### src/rtl/mission_sequencer.sv
// mission_sequencer: walks NUM_TARGETS targets through navigate/inspect/hand-off/transmit.
// Define MISSION_SEQ_TIMEOUT_EN to compile in the per-phase watchdog and bounded retry.
module mission_sequencer #(
   parameter int NUM_TARGETS    = 4,
   parameter int HEALTH_W       = 2,
   parameter int TIMEOUT_CYCLES = 50000,
   parameter int MAX_RETRIES    = 2,
   localparam int IDX_W = (NUM_TARGETS > 1) ? $clog2(NUM_TARGETS) : 1
) (
   input  logic                clk,
   input  logic                rst,
   input  logic                start,
   input  logic                abort,
   input  logic                target_reached,
   input  logic                inspection_complete,
   input  logic [HEALTH_W-1:0] health_status,
   input  logic                data_ready,
   input  logic                transmission_complete,
   input  logic                finished,
   output logic [2:0]          state_enc,
   output logic [IDX_W-1:0]    target_idx,
   output logic [HEALTH_W-1:0] health_out,
   output logic [HEALTH_W-1:0] health_worst,
   output logic                data_valid,
   output logic                busy,
   output logic                fault,
   output logic                done
);

   typedef enum logic [2:0] {
      S_IDLE     = 3'd0,
      S_NAVIGATE = 3'd1,
      S_INSPECT  = 3'd2,
      S_HANDOFF  = 3'd3,
      S_TRANSMIT = 3'd4,
      S_NEXT     = 3'd5,
      S_COMPLETE = 3'd6,
      S_FAULT    = 3'd7
   } state_t;

   state_t state, nxt;

   assign state_enc = state;

`ifdef MISSION_SEQ_TIMEOUT_EN
   localparam int WD_W    = $clog2(TIMEOUT_CYCLES + 1);
   localparam int RETRY_W = (MAX_RETRIES > 0) ? $clog2(MAX_RETRIES + 1) : 1;

   logic [WD_W-1:0]    wd_cnt;
   logic [RETRY_W-1:0] retry_cnt;
   logic               timed;
   logic               timeout;
   logic               retry_inc;

   assign timed   = (state == S_NAVIGATE) || (state == S_INSPECT) || (state == S_TRANSMIT);
   assign timeout = timed && (wd_cnt == WD_W'(TIMEOUT_CYCLES - 1));
`endif

   always_comb begin
      nxt = state;
`ifdef MISSION_SEQ_TIMEOUT_EN
      retry_inc = 1'b0;
`endif
      case (state)
         S_IDLE:     if (start)                 nxt = S_NAVIGATE;
         S_NAVIGATE: if (target_reached)        nxt = S_INSPECT;
         S_INSPECT:  if (inspection_complete)   nxt = S_HANDOFF;
         S_HANDOFF:  if (data_ready)            nxt = S_TRANSMIT;
         S_TRANSMIT: if (transmission_complete) nxt = S_NEXT;
         S_NEXT:     nxt = (target_idx == IDX_W'(NUM_TARGETS - 1)) ? S_COMPLETE : S_NAVIGATE;
         S_COMPLETE: if (finished)              nxt = S_IDLE;
         S_FAULT:    if (finished)              nxt = S_IDLE;
         default:    nxt = S_IDLE;
      endcase
`ifdef MISSION_SEQ_TIMEOUT_EN
      // A completion input in the timeout cycle has already moved nxt, so it wins.
      if (timeout && (nxt == state)) begin
         if (retry_cnt < RETRY_W'(MAX_RETRIES)) begin
            nxt       = S_NAVIGATE;
            retry_inc = 1'b1;
         end else begin
            nxt = S_FAULT;
         end
      end
`endif
      if (abort && (state != S_IDLE)) begin
         nxt = S_FAULT;
`ifdef MISSION_SEQ_TIMEOUT_EN
         retry_inc = 1'b0;
`endif
      end
   end

   always_ff @(posedge clk) begin
      if (rst) begin
         state        <= S_IDLE;
         target_idx   <= '0;
         health_out   <= '0;
         health_worst <= '0;
         data_valid   <= 1'b0;
         busy         <= 1'b0;
         fault        <= 1'b0;
         done         <= 1'b0;
`ifdef MISSION_SEQ_TIMEOUT_EN
         wd_cnt       <= '0;
         retry_cnt    <= '0;
`endif
      end else begin
         state      <= nxt;
         data_valid <= (nxt == S_HANDOFF);
         busy       <= !(nxt inside {S_IDLE, S_COMPLETE, S_FAULT});
         fault      <= (nxt == S_FAULT);
         done       <= (nxt == S_COMPLETE) && (state != S_COMPLETE);

         if ((state == S_IDLE) && (nxt == S_NAVIGATE)) begin
            target_idx   <= '0;
            health_out   <= '0;
            health_worst <= '0;
         end
         if ((state == S_INSPECT) && (nxt == S_HANDOFF)) begin
            health_out <= health_status;
            if (health_status > health_worst) health_worst <= health_status;
         end
         if ((state == S_NEXT) && (nxt == S_NAVIGATE)) target_idx <= target_idx + IDX_W'(1);

`ifdef MISSION_SEQ_TIMEOUT_EN
         // A retry re-enters NAVIGATE without a state change, so it restarts the count too.
         if ((nxt != state) || retry_inc) wd_cnt <= '0;
         else if (timed)                  wd_cnt <= wd_cnt + WD_W'(1);

         if (((state == S_IDLE) || (state == S_NEXT)) && (nxt == S_NAVIGATE)) retry_cnt <= '0;
         else if (retry_inc) retry_cnt <= retry_cnt + RETRY_W'(1);
`endif
      end
   end

endmodule

### config.mk
export PLATFORM = sky130hd
export DESIGN_NAME = mission_sequencer
export DESIGN_NICKNAME = d
export VERILOG_FILES = /design/src/rtl/mission_sequencer.sv
export SDC_FILE = /design/constraint.sdc
export NUM_CORES = 1
export LEC_CHECK = 0
export ABC_CLOCK_PERIOD_IN_PS = 3500
export CAP_MARGIN = 40
export CORE_MARGIN = 10
export CORE_UTILIZATION = 49
export DETAILED_ROUTE_END_ITERATION = 6
export HOLD_SLACK_MARGIN = 0.15
export PLACE_DENSITY = 0.82
export SLEW_MARGIN = 20
export SYNTH_ARGS = -nofsm -noshare
export SYNTH_HDL_FRONTEND = slang
export SYNTH_SLANG_ARGS = --single-unit
### constraint.sdc
create_clock -name clk -period 3.5 [get_ports clk]
set_input_delay 0.525 -clock clk [delete_from_list [all_inputs] [get_ports clk]]
set_output_delay 0.525 -clock clk [all_outputs]
set_load 0.05 [all_outputs]
=== Word-level counts from Yosys, hierarchy flattened ===
Index checks and enable logic that the tools add are counted.

* Flip-flop bits (word level): 13
* Input port bits: 11
* Output and inout bits: 13

* Add/sub/neg operators: 1
* $lt $le $gt $ge: 1
* Equality and inequality tests: 13
* Mux-type cells: 15
* Reduce and logical (&&, ||, !) cells: 13

{| class="wikitable"
|+ Operators with widths
! kind !! count
|-
| 3-bit two-way mux || 8
|-
| 3-bit case mux with 7 select lines || 1
|-
| 3-bit equality test, second input constant || 6
|-
| 2-bit two-way mux || 6
|-
| 3-bit by 2-bit equality test with 1-bit output, second input constant || 3
|-
| 3-bit by 1-bit equality test with 1-bit output, second input constant || 2
|-
| 3-bit logical NOT || 2
|-
| 3-bit nonzero test || 2
|-
| 1-bit logical AND || 5
|-
| 2-bit nonzero test || 2
|-
| 3-bit inequality test, second input constant || 1
|-
| 2-bit by 1-bit adder with 2-bit output, second input constant || 1
|-
| 2-bit equality test, second input constant || 1
|-
| 2-bit > comparator || 1
|-
| 2-bit OR reduction || 1
|-
| 1-bit logical NOT || 1
|}

=== Depth between registers and ports, before layout ===
Gate-level depths: netlist of the first run.

* Word-level depth: 9
* Mapped depth: 7
* Gate-level depth less buffers: 7

=== Worst setup path before layout of the first run ===
Ideal clock, no wire load.

* Kind: register to register
* Start point: register state[1] (netlist: state_enc[1])
* End point: register health_worst[0]
* Arrival time: 1,863 ps
* Data required time: 3,428 ps
* Path slack: 1,565 ps
* Cell stages (with the launch flop): 6
* Buffers on the path: 1
* Clock period less this slack: 1,935 ps
* Cell sequence: dfxtp_1 > buf_2 > or4b_4 > a31oi_4 > and2_4 > mux2i_1

* Word-level cells in the longest chain between the ends: 9

{| class="wikitable"
|+ Ends and longest elaborated chain
! item !! line !! RTL
|-
| from (decl) || 41 || <nowiki>state_t state, nxt;</nowiki>
|-
| from (signal assigned) || 109 || <nowiki>state <= nxt;</nowiki>
|-
| 3-bit equality test || 64 || <nowiki>case (state)</nowiki>
|-
| 2-bit OR reduction (no line) || n/a ||
|-
| 3-bit case mux with 7 select lines || 64 ||
|-
| 3-bit two-way mux || 86 || <nowiki>if (abort && (state != S_IDLE)) begin</nowiki>
|-
| 3-bit by 1-bit equality test with 1-bit output || 115 || <nowiki>if ((state == S_IDLE) && (nxt == S_NAVIGATE)) begin</nowiki>
|-
| 1-bit logical AND || 115 ||
|-
| 2-bit two-way mux || 115 ||
|-
| 2-bit two-way mux || 122 || <nowiki>if (health_status > health_worst) health_worst <= health_status;</nowiki>
|-
| 2-bit two-way mux (*) || 120 || <nowiki>if ((state == S_INSPECT) && (nxt == S_HANDOFF)) begin</nowiki>
|-
| to (signal assigned) || 122 ||
|-
| to (decl) || 23 || <nowiki>output logic [HEALTH_W-1:0] health_worst,</nowiki>
|}

Mark *: on every way between the ends. The rest lies on a longest branch, timed or not.
A chain may end at the register's enable or synchronous reset.

=== Worst setup path in the final report of the first run ===
* Start point: register state[1] (netlist: state_enc[1])
* End point: output state_enc[1]

{| class="wikitable"
|+ RTL lines
! item !! line !! RTL
|-
| to (decl) || 20 || <nowiki>output logic [2:0] state_enc,</nowiki>
|}

No word-level cell between the ends.

==> results by stage, run 1 <==
Timing:
- The total of endpoints with negative setup slack in the final report is 0.
- Based on the critical path, the design can be clocked at up to 0.405 GHz.
- The minimum clock period after layout is 2.47 ns.
- The sum of negative setup slack is 0 ns.
- At the pin with the least slew margin, the transition time is 0.647 ns.
- The count of final max-slew check failures is 0.
- Dividing the final minimum period by the clock period gives 0.706.
- The hold violation count in the final report is 0.
- Setup slack on the critical path of the routed design comes to 1.03 ns.
- The headroom to the max-slew limit is 0.568.
- The worst clock skew on the final layout is 0.0130 ns.
- Hold timing on the final database bottoms out at a slack of 0.476 ns.
- Setup repair after global routing left no endpoint under its margin.

Die:
- The floorplan has 14 rows.
- The total I/O pin count is 24.
- The horizontal extent of the die is 61.0 um.
- The die is 61.0 um tall.
- The initial utilization of the core area, before any placement, comes to 0.533.
- The area enclosed by the die boundary is 3720 um2.
- The region available for standard cell placement spans 1540 um2.

Worst hold path:
- The worst hold path begins at health_out[0].
- For hold timing, the worst endpoint is health_out[0].
- The min-delay analysis places its worst path in the category reg -> reg.
- The cell depth of the worst min-delay path is 2.

GRT:
- For this run, the total global-route usage over all layers was measured as 0.110.
- The via count of the first global-routing pass came to 690.
- The initial antenna violation count came to 0.
- Entering global routing, the biggest net connects 22 pins.
- The final global-route overflow total is 0.
- The first global-routing pass estimated 3130 um of wire.

Setup path:
- The kind of end point of the critical path is an output pin.
- STA classifies the critical path startpoint as a flip-flop.
- The source of the critical timing path is state_enc[1].
- The family of cells with the greatest summed delay on the critical path is buffers and inverters.
- The largest single stage delay on the critical path is 0.93 ns.
- Traced cell by cell, the critical path runs through clkdlybuf4s50_1.
- The register-to-register path setup slack is 1.52 ns.
- The slowest stage of the critical path is the sky130_fd_sc_hd__clkdlybuf4s50_1 cell.
- The combined buffer and inverter count along the critical path is 1.
- The endpoint of the most critical register-to-register path is busy.
- The launching point of the worst reg2reg path is state_enc[1].
- The maximum fanout along the worst path is 21.
- For the worst setup path, the data required time is 2.97 ns.
- The critical path is of the reg -> out type.
- The data arrival time at the worst-slack endpoint is 1.95 ns.
- For the worst flop-to-flop path, the logic depth is 5.

Synth:
- Counting distinct cell types in the post-synthesis netlist gives 41.
- The share of the yosys chip area belonging to registers is 0.317.
- Counting every instance in the synthesized netlist gives 94.
- The proportion of register bits with asynchronous set or reset after synthesis is 0.
- In this run the cell area of the synthesized design comes to 822 um2.
- The count of yosys warnings during synthesis is 0.
- In the synthesized netlist the dominant register cell turns out to be sky130_fd_sc_hd__dfxtp_1.
- The number of nets handed over by synthesis was 108.
- The number of enable-type register cells in the synthesized netlist is 0.
- The synthesized area per cell is 8.75 um2.
- The synthesis-stage register bit count is 13.

Clocking:
- After clock tree synthesis, the flow added hold-fix buffers numbering 0.
- No sink is reached through more buffers than the 2 on the longest clock path.
- In this run, CTS created clock tree buffers numbering 3.
- The tree is rooted in a sky130_fd_sc_hd__clkbuf_4.
- Once the clock tree was built, the resizer swapped 0 gates to a different size.
- CTS built an H-tree with a depth of 1.
- After clock tree synthesis, the setup repair step added 0 buffers.
- At the later pin of the worst-skew pair, clock insertion delay measures 0.29 ns.
- The CTS tree is built.
- After clock tree synthesis, the clock-pin slew on the worst setup and hold paths is 0.09 ns.
- The clock net in this run drives a total of 13 sinks.

Route:
- The detailed router placed 760 vias in this run.
- Wires add up to 2060 um.
- The average via count per standard cell is 5.85.
- The number of nets with antenna violations after routing is 0.
- The count of routing violations after the opening detailed-route iteration is 13.
- The routed length per placed instance is 15.8 um.
- The first TritonRoute pass finished after 4 iterations.
- The residual DRC count is 0.

Cells and area:
- For this run, the share of the core covered by cells in the final layout is 0.688.
- The antenna diode count is 0.
- In the final layout, the share of cells above drive strength 1 is 0.105.
- The synthesis-to-layout area growth is 28.9%.
- At the end of the flow, the number of nets in the layout was 129.
- The total area of multi-input combinational cells is 508 um2.
- Fill cells in the final layout number 138.
- The sequential cells in the finished layout cover a total of 260 um2.
- The post-route cell area is 1060 um2.

Status:
- The flow ran to the end, and the final reports show no timing, DRC or antenna violations.

Power and ir drop:
- IR analysis of the VDD net gives a maximum drop of 0.000385 V.
- Summed over all cells, the static leakage comes to 0.374 nW.
- For this design the ratio of total power to cell area is 461 nW/um2.

Run:
- Max-cap violations in this run came to 0.

Place:
- The count of input and output buffers is 23.
- The worst slack after detailed placement is 1.19 ns.
- The routability congestion estimate from global placement is 0.813.
- The estimated wirelength of the detail-placed design is 1600 um.
- The cell area after placement is 1030 um2.
==> registers in the layout (all words and copies together), names as in the netlist <==
register / flops
data_valid: 1
busy: 1
health_out: 2
done: 1
target_idx: 2
fault: 1
state_enc: 3
health_worst: 2
==> worst reg2reg max path, cell delays in order, from the launching register on <==
cell and delay [ns]:
sky130_fd_sc_hd__dfxtp_1 0.74, sky130_fd_sc_hd__a21boi_0 0.23, sky130_fd_sc_hd__a31oi_1 0.38, sky130_fd_sc_hd__and3_4 0.30
sky130_fd_sc_hd__nor3_4 0.06, sky130_fd_sc_hd__a21o_1 0.19
==> synth_stat cells (2+ instances only) <==
cell	count	share of area
sky130_fd_sc_hd__nand3_1	2	0.012
sky130_fd_sc_hd__buf_2	4	0.024
sky130_fd_sc_hd__nor2b_1	2	0.015
sky130_fd_sc_hd__a21oi_1	5	0.030
sky130_fd_sc_hd__a31oi_1	2	0.015
sky130_fd_sc_hd__dfxtp_1	13	0.32
sky130_fd_sc_hd__nor4_2	2	0.030
sky130_fd_sc_hd__a21boi_0	2	0.018
sky130_fd_sc_hd__clkbuf_1	2	0.0091
sky130_fd_sc_hd__o21ai_0	2	0.012
sky130_fd_sc_hd__inv_1	4	0.018
sky130_fd_sc_hd__and3_1	2	0.015
sky130_fd_sc_hd__nand2b_1	4	0.030
sky130_fd_sc_hd__nor2_1	8	0.037
sky130_fd_sc_hd__mux2i_1	5	0.061
sky130_fd_sc_hd__nand2_1	8	0.037
sky130_fd_sc_hd__ha_1	3	0.046
==> layout by cell type (no fill, tap or decap), types with 2 or more instances in the layout <==
cell type,count
sky130_fd_sc_hd__and3_1,2
sky130_fd_sc_hd__clkbuf_4,3
sky130_fd_sc_hd__inv_1,4
sky130_fd_sc_hd__mux2i_1,5
sky130_fd_sc_hd__nor2b_1,2
sky130_fd_sc_hd__a21boi_0,2
sky130_fd_sc_hd__o21ai_0,2
sky130_fd_sc_hd__nor2_1,8
sky130_fd_sc_hd__ha_1,3
sky130_fd_sc_hd__nor4_2,2
sky130_fd_sc_hd__a21oi_1,5
sky130_fd_sc_hd__nand2b_1,4
sky130_fd_sc_hd__dfxtp_1,13
sky130_fd_sc_hd__a31oi_1,2
sky130_fd_sc_hd__nand3_1,2
sky130_fd_sc_hd__nand2_1,8
sky130_fd_sc_hd__clkdlybuf4s50_1,23
==> through the flow <==
| step | std cells | power [mW] |
|---|---|---|
| finish | 130 | 0.488 |
| global route | 130 | 0.512 |
| CTS | 130 | 0.491 |
| detailed placement | 126 | 0.396 |
| global placement | 126 | 0.390 |
| floorplan | 94 | 0.340 |
==> cell families after synthesis <==
| logic type | count (synthesis) | synth area share |
|---|---|---|
| simple gates | 42 | 0.329 |
| mux | 5 | 0.0609 |
| compound gates | 20 | 0.183 |
| flops | 13 | 0.317 |
| fa+ha+maj | 3 | 0.0457 |
| buf+inv | 11 | 0.0654 |
==> how the worst max path moves through the flow <==
stage	to	slack (ns)	cells past startpoint
after detailed placement	health_worst[1]	1.19	5
final	state_enc[1]	1.03	1
after global placement	health_worst[1]	1.27	5
after global routing	state_enc[1]	0.94	1
after floorplan	health_worst[0]	1.57	5
after CTS	state_enc[1]	1.02	1
==> power breakdown <==
group / leakage, nW / switching, mW / internal, mW
combinational: 0.253 / 0.113 / 0.0820
clock: 0.0150 / 0.0517 / 0.0443
sequential: 0.106 / 0.0341 / 0.163
total: 0.374 / 0.199 / 0.289
==> per-layer routing <==
layer / part of all wire / up-vias / GRT usage / wire length, um
met5: 0 / - / 0 / 0
met4: 0.012 / 0 / 0.0470 / 24
met3: 0.074 / 4 / 0.0459 / 152
met2: 0.48 / 16 / 0.170 / 998
met1: 0.43 / 360 / 0.129 / 886
li1: - / 380 / - / -
==> area by class of cell <==
type / count / area share
Timing Repair Buffer: 23 / 0.217
Tap cell: 16 / 0.0189
Multi-Input combinational cell: 70 / 0.479
Sequential cell: 13 / 0.246
Clock buffer: 4 / 0.0248
Inverter: 4 / 0.0142
Note: power is estimated with default switching activity, not from simulation.
==> run 2, diff against run 1 <==
--- a/config.mk
+++ b/config.mk
@@ -5,13 +5,13 @@
 export SDC_FILE = /design/constraint.sdc
 export NUM_CORES = 1
 export LEC_CHECK = 0
-export ABC_CLOCK_PERIOD_IN_PS = 3500
+export ABC_CLOCK_PERIOD_IN_PS = 2100
 export CAP_MARGIN = 40
 export CORE_MARGIN = 10
-export CORE_UTILIZATION = 49
+export CORE_UTILIZATION = 41
 export DETAILED_ROUTE_END_ITERATION = 6
 export HOLD_SLACK_MARGIN = 0.15
-export PLACE_DENSITY = 0.82
+export PLACE_DENSITY = 0.74
 export SLEW_MARGIN = 20
 export SYNTH_ARGS = -nofsm -noshare
 export SYNTH_HDL_FRONTEND = slang
==> constraint.sdc (replaced) <==
create_clock -name clk -period 2.1 [get_ports clk]
set_input_delay 0.315 -clock clk [delete_from_list [all_inputs] [get_ports clk]]
set_output_delay 0.315 -clock clk [all_outputs]
set_load 0.05 [all_outputs]
==> results by stage, run 2 (synthesis results as in run 1) <==
Timing:
- Final hold analysis gives a worst-case slack of 0.460 ns.
- The worst clock skew on the final layout is 0.00394 ns.
- Setup violations remaining at the end of the flow were counted as 0.
- The count of final max-slew check failures is 0.
- The headroom to the max-slew limit is 0.659.
- The smallest clock period supported by the final layout is computed as 1.81 ns.
- Setup repair after global routing left no endpoint under its margin.
- The post-route clock period utilization is 0.864.
- The maximum clock frequency is 0.551 GHz.
- After layout, the worst setup slack is 0.287 ns.
- The actual slew at the worst max-slew pin is 0.510 ns.
- In the final timing run, aggregate negative setup slack is 0 ns.
- The hold violation count in the final report was 0.

Setup path:
- In this run the number of cells on the critical path is 1.
- The startpoint-to-endpoint class of the critical path is reg -> out.
- The kind of end point of the critical path is an output pin.
- The data arrival time at the worst-slack endpoint is 1.50 ns.
- The depth of the worst register-to-register path is 6.
- The cell at the slowest stage of the critical path is sky130_fd_sc_hd__clkdlybuf4s50_1.
- The startpoint class of the critical path is a flip-flop.
- The family of cells with the greatest summed delay on the critical path is buffers and inverters.
- Walking the worst path, the cells encountered are clkdlybuf4s50_1.
- Together, buffers and inverters on the worst path number 1.
- The maximum fanout along the worst path is 4.
- For the worst setup path, the data required time is 1.78 ns.
- The register-to-register path setup slack is 0.30 ns.
- The stage delay of the slowest cell on the critical path is 0.84 ns.

Die:
- For this design the top-level I/O count stands at 24.
- From bottom edge to top edge, the die measures 64.8 um.
- The area inside the core boundary is 1940 um2.
- The initial utilization of the core area, before any placement, comes to 0.423.
- The row count is 16.
- The area enclosed by the die boundary is 4200 um2.
- The horizontal extent of the die is 64.8 um.

Run:
- The total of max-cap violations is 0.

Cells and area:
- Excluding fillers, the count of instances in the completed layout stands at 147.
- The share of cells above drive strength 1 is 0.175.
- The flip-flop count of the largest register after layout is 3.
- Once layout is complete, the utilization of the core stands at 0.572.
- The area occupied by registers is 260 um2.
- The final-layout fill cell count is 189.
- In the layout the commonest cells are sky130_fd_sc_hd__clkdlybuf4s50_1, sky130_fd_sc_hd__dfxtp_1, sky130_fd_sc_hd__buf_4, sky130_fd_sc_hd__nor2_1, sky130_fd_sc_hd__nand2_1.
- The post-route cell area is 1110 um2.
- The total area of multi-input combinational cells is 508 um2.
- In the final design database the tool counted 135 nets.
- From synthesis to final layout, the design area changed by 35.2%.
- The most common cell after layout, fill and taps aside is sky130_fd_sc_hd__clkdlybuf4s50_1.
- The repair_antennas step left the layout with diodes totalling 0.

Status:
- The run finished with clean final reports.

Clocking:
- TritonCTS built the clock tree.
- The clock latency on the worst-skew pair is 0.27 ns.
- Clock-pin slew was measured on the worst setup and hold paths at 0.08 ns.
- The number of buffers inserted for hold repair after clock tree synthesis is 0.
- Buffers added to address setup during post-CTS repair amount to 0.
- The master cell of the clock root buffer is sky130_fd_sc_hd__clkbuf_4.
- The number of instances resized during post-cts repair is 0.
- The longest clock path from root to sink contains 2 buffers.
- The count of clock tree sinks is 13.
- The total number of H-tree levels is 1.
- The total CTS buffers is 3.

Power and ir drop:
- The sequential power share is 0.374.
- Summing internal, switching and leakage power gives 823 uW.
- Of the total power, the share spent switching nets is 0.394.
- Internal power comes to 499 uW.
- In this run the power density over the cells is 741 nW/um2.
- The static leakage power is 0.409 nW.
- The share of power burned in the clock network is 0.181.
- VDD sags by at most 0.000591 V.
- The switching power of the nets is 324 uW.
- The share of total power dissipated in combinational logic is 0.445.

Worst hold path:
- Counting instances, the worst hold path has a depth of 2.
- The type of the tightest min-delay check is reg -> reg.

GRT:
- The overall global routing resource usage is 0.100.
- The initial antenna violation count is 0.
- The global-route wire length before repair is 3440 um.
- The via count of the first global-routing pass is 732.
- The pin count of the biggest net entering global routing is 15.
- The final global-route overflow total is 0.

Route:
- For this block, the routed nets add up to 2040 um of wire.
- The first routing iteration left 27 violations.
- In the routed layout, each cell is associated on average with a via count of 5.23.
- Summing over every cut layer, the via total after detailed routing is 769.
- The number of nets with antenna violations after routing is 0.
- The residual DRC count is 0.
- The number of detailed-routing iterations run before antenna repair is 4.
- The routed length per placed instance is 13.9 um.

Place:
- Summing all placed instances gives a cell area of 1080 um2.
- At the end of routability-driven placement, the weighted congestion stood at 0.782.
- Summed over all nets, the half-perimeter wirelength after detailed placement is 1630 um.
- During placement, the flow inserted port buffers numbering 23.
- The number of placed cells counting well taps is 143.
- Prior to clock tree synthesis, the placed netlist has a worst setup slack of 0.119 ns.
==> run 2: power by group through the flow <==
| stage | Sequential [mW] | Combinational [mW] | Clock [mW] |
|---|---|---|---|
| finish | 0.308 | 0.366 | 0.149 |
| global route | 0.312 | 0.396 | 0.164 |
| CTS | 0.308 | 0.369 | 0.156 |
| detailed placement | 0.313 | 0.368 | 0 |
| global placement | 0.311 | 0.363 | 0 |
| floorplan | 0.374 | 0.193 | 0 |
==> run 2: final timing paths <==
kind                 start         endpoint
max          target_idx[0]    target_idx[0]
min          health_out[1]    health_out[1]
max reg2reg   state_enc[1]  health_worst[0]
min reg2reg  health_out[1]    health_out[1]
==> run 2: cell type report <==
cell class              count  area share
flip-flops and latches     13       0.234
clock buffers               4      0.0236
repair buffers             29       0.241
multi-input cells          70       0.457
well taps                  27      0.0304
inverters                   4      0.0135
==> run 2: layer usage <==
layer / wire length (um) / part of all wire / up-vias / GRT usage
met3: 175 / 0.086 / 2 / 0.0533
li1: - / - / 391 / -
met1: 906 / 0.44 / 358 / 0.117
met5: 0 / 0 / - / 0
met4: 8 / 0.0039 / 0 / 0.0241
met2: 952 / 0.47 / 18 / 0.158
==> run 3, diff against run 2 <==
--- a/config.mk
+++ b/config.mk
@@ -5,7 +5,8 @@
 export SDC_FILE = /design/constraint.sdc
 export NUM_CORES = 1
 export LEC_CHECK = 0
-export ABC_CLOCK_PERIOD_IN_PS = 2100
+export ABC_AREA = 1
+export ABC_CLOCK_PERIOD_IN_PS = 1600
 export CAP_MARGIN = 40
 export CORE_MARGIN = 10
 export CORE_UTILIZATION = 41
==> constraint.sdc (replaced) <==
create_clock -name clk -period 1.6 [get_ports clk]
set_input_delay 0.24 -clock clk [delete_from_list [all_inputs] [get_ports clk]]
set_output_delay 0.24 -clock clk [all_outputs]
set_load 0.05 [all_outputs]
==> results by stage, run 3 <==
GRT:
- The global-route wire length before repair is 3550 um.
- The via count of the first global-routing pass came to 846.
- Global routing finished with a remaining overflow of 0.
- The overall global routing resource usage is 0.104.
- Entering global routing, the biggest net connects 14 pins.
- The initial antenna violation count is 0.

Place:
- The number of placed instances, taps included, is 171.
- Port buffering added 23 buffers.
- After detailed placement, the total cell area comes to 1090 um2.
- The routability congestion estimate from global placement is 0.836.
- The worst slack after detailed placement is -0.262 ns.
- The estimated wirelength of the detail-placed design is 1690 um.

Setup path:
- The critical path is of the reg -> reg type.
- The startpoint class of the critical path is a flip-flop.
- The data arrival time at the worst-slack endpoint is 1.67 ns.
- For the worst setup path, the data required time is 1.74 ns.
- The maximum fanout along the worst path is 4.
- The kind of end point of the critical path is a flip-flop.

Synth:
- Counting every instance in the synthesized netlist gives 118.
- Yosys instantiated no cell more often than sky130_fd_sc_hd__nand2_1.
- The number of nets in the synthesized netlist is 132.
- After synthesis the cells add up to 793 um2.
- Counting distinct cell types in the post-synthesis netlist gives 20.
- Of the post-synthesis cell area, the dominant cell type holds 0.328.
- The synthesized area per cell is 6.72 um2.
- The count of yosys warnings during synthesis is 0.
- The library cell with the largest summed area after synthesis is sky130_fd_sc_hd__dfxtp_1.
- The proportion of register bits with asynchronous set or reset after synthesis is 0.
- Among all flip-flop cells after synthesis, the most frequent one is sky130_fd_sc_hd__dfxtp_1.
- The number of enable-type register cells in the synthesized netlist is 0.
- For this run, the register share of the synthesized area comes to 0.328.
- By count the netlist is led by sky130_fd_sc_hd__nand2_1, sky130_fd_sc_hd__inv_1, sky130_fd_sc_hd__nor2_1.
- Sorting the synthesized cells by area gives the leading types as sky130_fd_sc_hd__dfxtp_1, sky130_fd_sc_hd__nand2_1, sky130_fd_sc_hd__nand3_1.
- The synthesized design contains 13 register bits.

Timing:
- Setup repair after global routing could not meet its margin everywhere.
- Hold timing on the final database bottoms out at a slack of 0.485 ns.
- The worst clock skew on the final layout is 0.00126 ns.
- The final worst slack is 0.0699 ns.
- The headroom to the max-slew limit is 0.687.
- The actual slew at the worst max-slew pin is 0.468 ns.
- Dividing the final minimum period by the clock period gives 0.956.
- Setup violations remaining at the end of the flow were counted as 0.
- The count of final max-slew check failures is 0.
- The hold violation count in the final report is 0.
- For this run, the top clock speed supported by timing is 0.654 GHz.
- The minimum clock period after layout is 1.53 ns.

Die:
- The die span in y is 64.0 um.
- The horizontal extent of the die is 64.0 um.
- The total I/O pin count is 24.
- The area enclosed by the die boundary is 4090 um2.
- The starting utilization of the core area is 0.445.
- The initialized floorplan defines 15 standard-cell rows.
- After floorplanning, the core was sized to cover 1780 um2.

Power and ir drop:
- The design draws 1.37 mW.
- The internal power contribution is 759 uW.
- The power density over the cells is 1140 nW/um2.
- Of the total power, the clock network draws 0.143.
- The static leakage power is 0.557 nW.
- Of the total power, the share spent switching nets is 0.446.
- The share of total power dissipated in combinational logic is 0.549.
- The analysis attributes to net switching a power of 611 uW.
- The worst-case vdd ir drop is 0.000725 V.
- The share of total power dissipated in sequential elements is 0.308.

Clocking:
- Clock-pin slew was measured on the worst setup and hold paths at 0.07 ns.
- CTS built an H-tree with a depth of 1.
- In this run the deepest clock path goes through 2 buffers.
- The total CTS buffers is 3.
- The cell sitting at the root of the clock tree is a sky130_fd_sc_hd__clkbuf_4.
- The CTS tree is built.
- The clock latency on the worst-skew pair is 0.27 ns.
- The number of buffers inserted for hold repair after clock tree synthesis is 0.
- The clock drives 13 sinks.

Route:
- The average via count per standard cell is 4.88.
- The met2 routed wirelength is 1050 um.
- The number of nets with antenna violations after routing is 0.
- The total length of routed met3 wires is 117 um.
- The final layout contains routed wiring with a total length of 2180 um.
- The total number of vias is 868.
- The residual DRC count is 0.
- After detailed routing, no signal wire sits above met4.
- The number of detailed-routing iterations run before antenna repair is 4.
- The detailed router put a total of 978 um of wire on met1.
- Dividing the detail-routed wire length by the instance count gives 12.2 um.
- After the first detailed-routing iteration, the DRC count stood at 11.

Run:
- The total of max-cap violations is 0.

Cells and area:
- The final cell count without fillers is 178.
- The share of cells above drive strength 1 is 0.346.
- The number of nets in the layout is 168.
- The post-route cell area is 1210 um2.
- Relative to the synthesized area, the layout overhead comes to 52.1%.
- The repair_antennas step left the layout with diodes totalling 0.
- The most common cell after layout, fill and taps aside is sky130_fd_sc_hd__buf_4.
- The flip-flop count of the largest register after layout is 3.
- In the layout the commonest cells are sky130_fd_sc_hd__buf_4, sky130_fd_sc_hd__nand2_1, sky130_fd_sc_hd__inv_1, sky130_fd_sc_hd__nor2_1, sky130_fd_sc_hd__nand3_1.

Worst hold path:
- In this run the worst hold path is classified as reg -> reg.

Status:
- The run finished with clean final reports.
[run 3: cell types whose count changed after synthesis, sizes merged, moves of 5 or more]
cell,delta
nand3,+13
nand2,+14
nand4,+6
inv,+14
mux2i,-5
nor2,+11
[run 3: repair_timing]
item	CTS	global route
pin swaps	0	10
endpoints found under the setup margin	1	10
buffers inserted	0	3
resized for setup	1	17
[run 3: routing by layer]
metal,up-vias,track usage
met1,379,0.114
met4,0,0.0355
met2,27,0.174
met5,-,0
met3,4,0.0488
li1,458,-
[run 3: through the flow]
step / setup TNS, ns / utilization
2_1_floorplan: 0 / -
3_3_place_gp: -0.797 / 0.609
3_5_place_dp: -1.18 / 0.609
4_1_cts: 0 / 0.626
5_1_grt: -0.155 / 0.676
6_report: 0 / 0.676
[run 3: logic make-up (layout without fill, tap and decap cells)]
logic type	after synthesis	in the layout	synth area share
and+or+nand+nor	69	69	0.424
buffers and inverters	21	56	0.114
DFF	13	13	0.328
AOI/OAI and AO/OA	11	11	0.0726
adders and majority gates	3	3	0.0473
muxes	1	1	0.0142
[run 3: path summary, 6_finish.rpt]
path,startpoint,to,slack (ns),cells after the start
setup / recovery,target_idx[0],target_idx[0],0.07,9
hold / removal,health_out[0],health_out[0],0.49,2
setup reg to reg,target_idx[0],target_idx[0],0.07,9
hold reg to reg,health_out[0],health_out[0],0.49,2
[run 3: power by group through the flow]
| stage | registers [mW] | clock network, mW | logic (mW) |
|---|---|---|---|
| final | 0.423 | 0.196 | 0.752 |
| after global routing | 0.431 | 0.215 | 0.818 |
| after CTS | 0.426 | 0.204 | 0.676 |
| after detailed placement | 0.434 | 0 | 0.669 |
| after global placement | 0.433 | 0 | 0.662 |
| after floorplan | 0.546 | 0 | 0.327 |
[run 3: layout make-up]
class	count	area (um2)
fillers	156	577
multi-input cells	84	492
repair buffers	34	305
flip-flops and latches	13	282
inverters	18	70.1
well taps	25	31.3
clock buffers	4	26.3
[run 3: worst max-delay path, cell delays in order (launching register included)]
cell and delay [ns]:
sky130_fd_sc_hd__dfxtp_4 0.37, sky130_fd_sc_hd__ha_4 0.15, sky130_fd_sc_hd__nand4_1 0.09, sky130_fd_sc_hd__nand2_2 0.09
sky130_fd_sc_hd__nor2_2 0.13, sky130_fd_sc_hd__nand3_2 0.14, sky130_fd_sc_hd__nor2_4 0.18, sky130_fd_sc_hd__nand3_2 0.11
sky130_fd_sc_hd__nand3_2 0.09, sky130_fd_sc_hd__a21oi_1 0.05
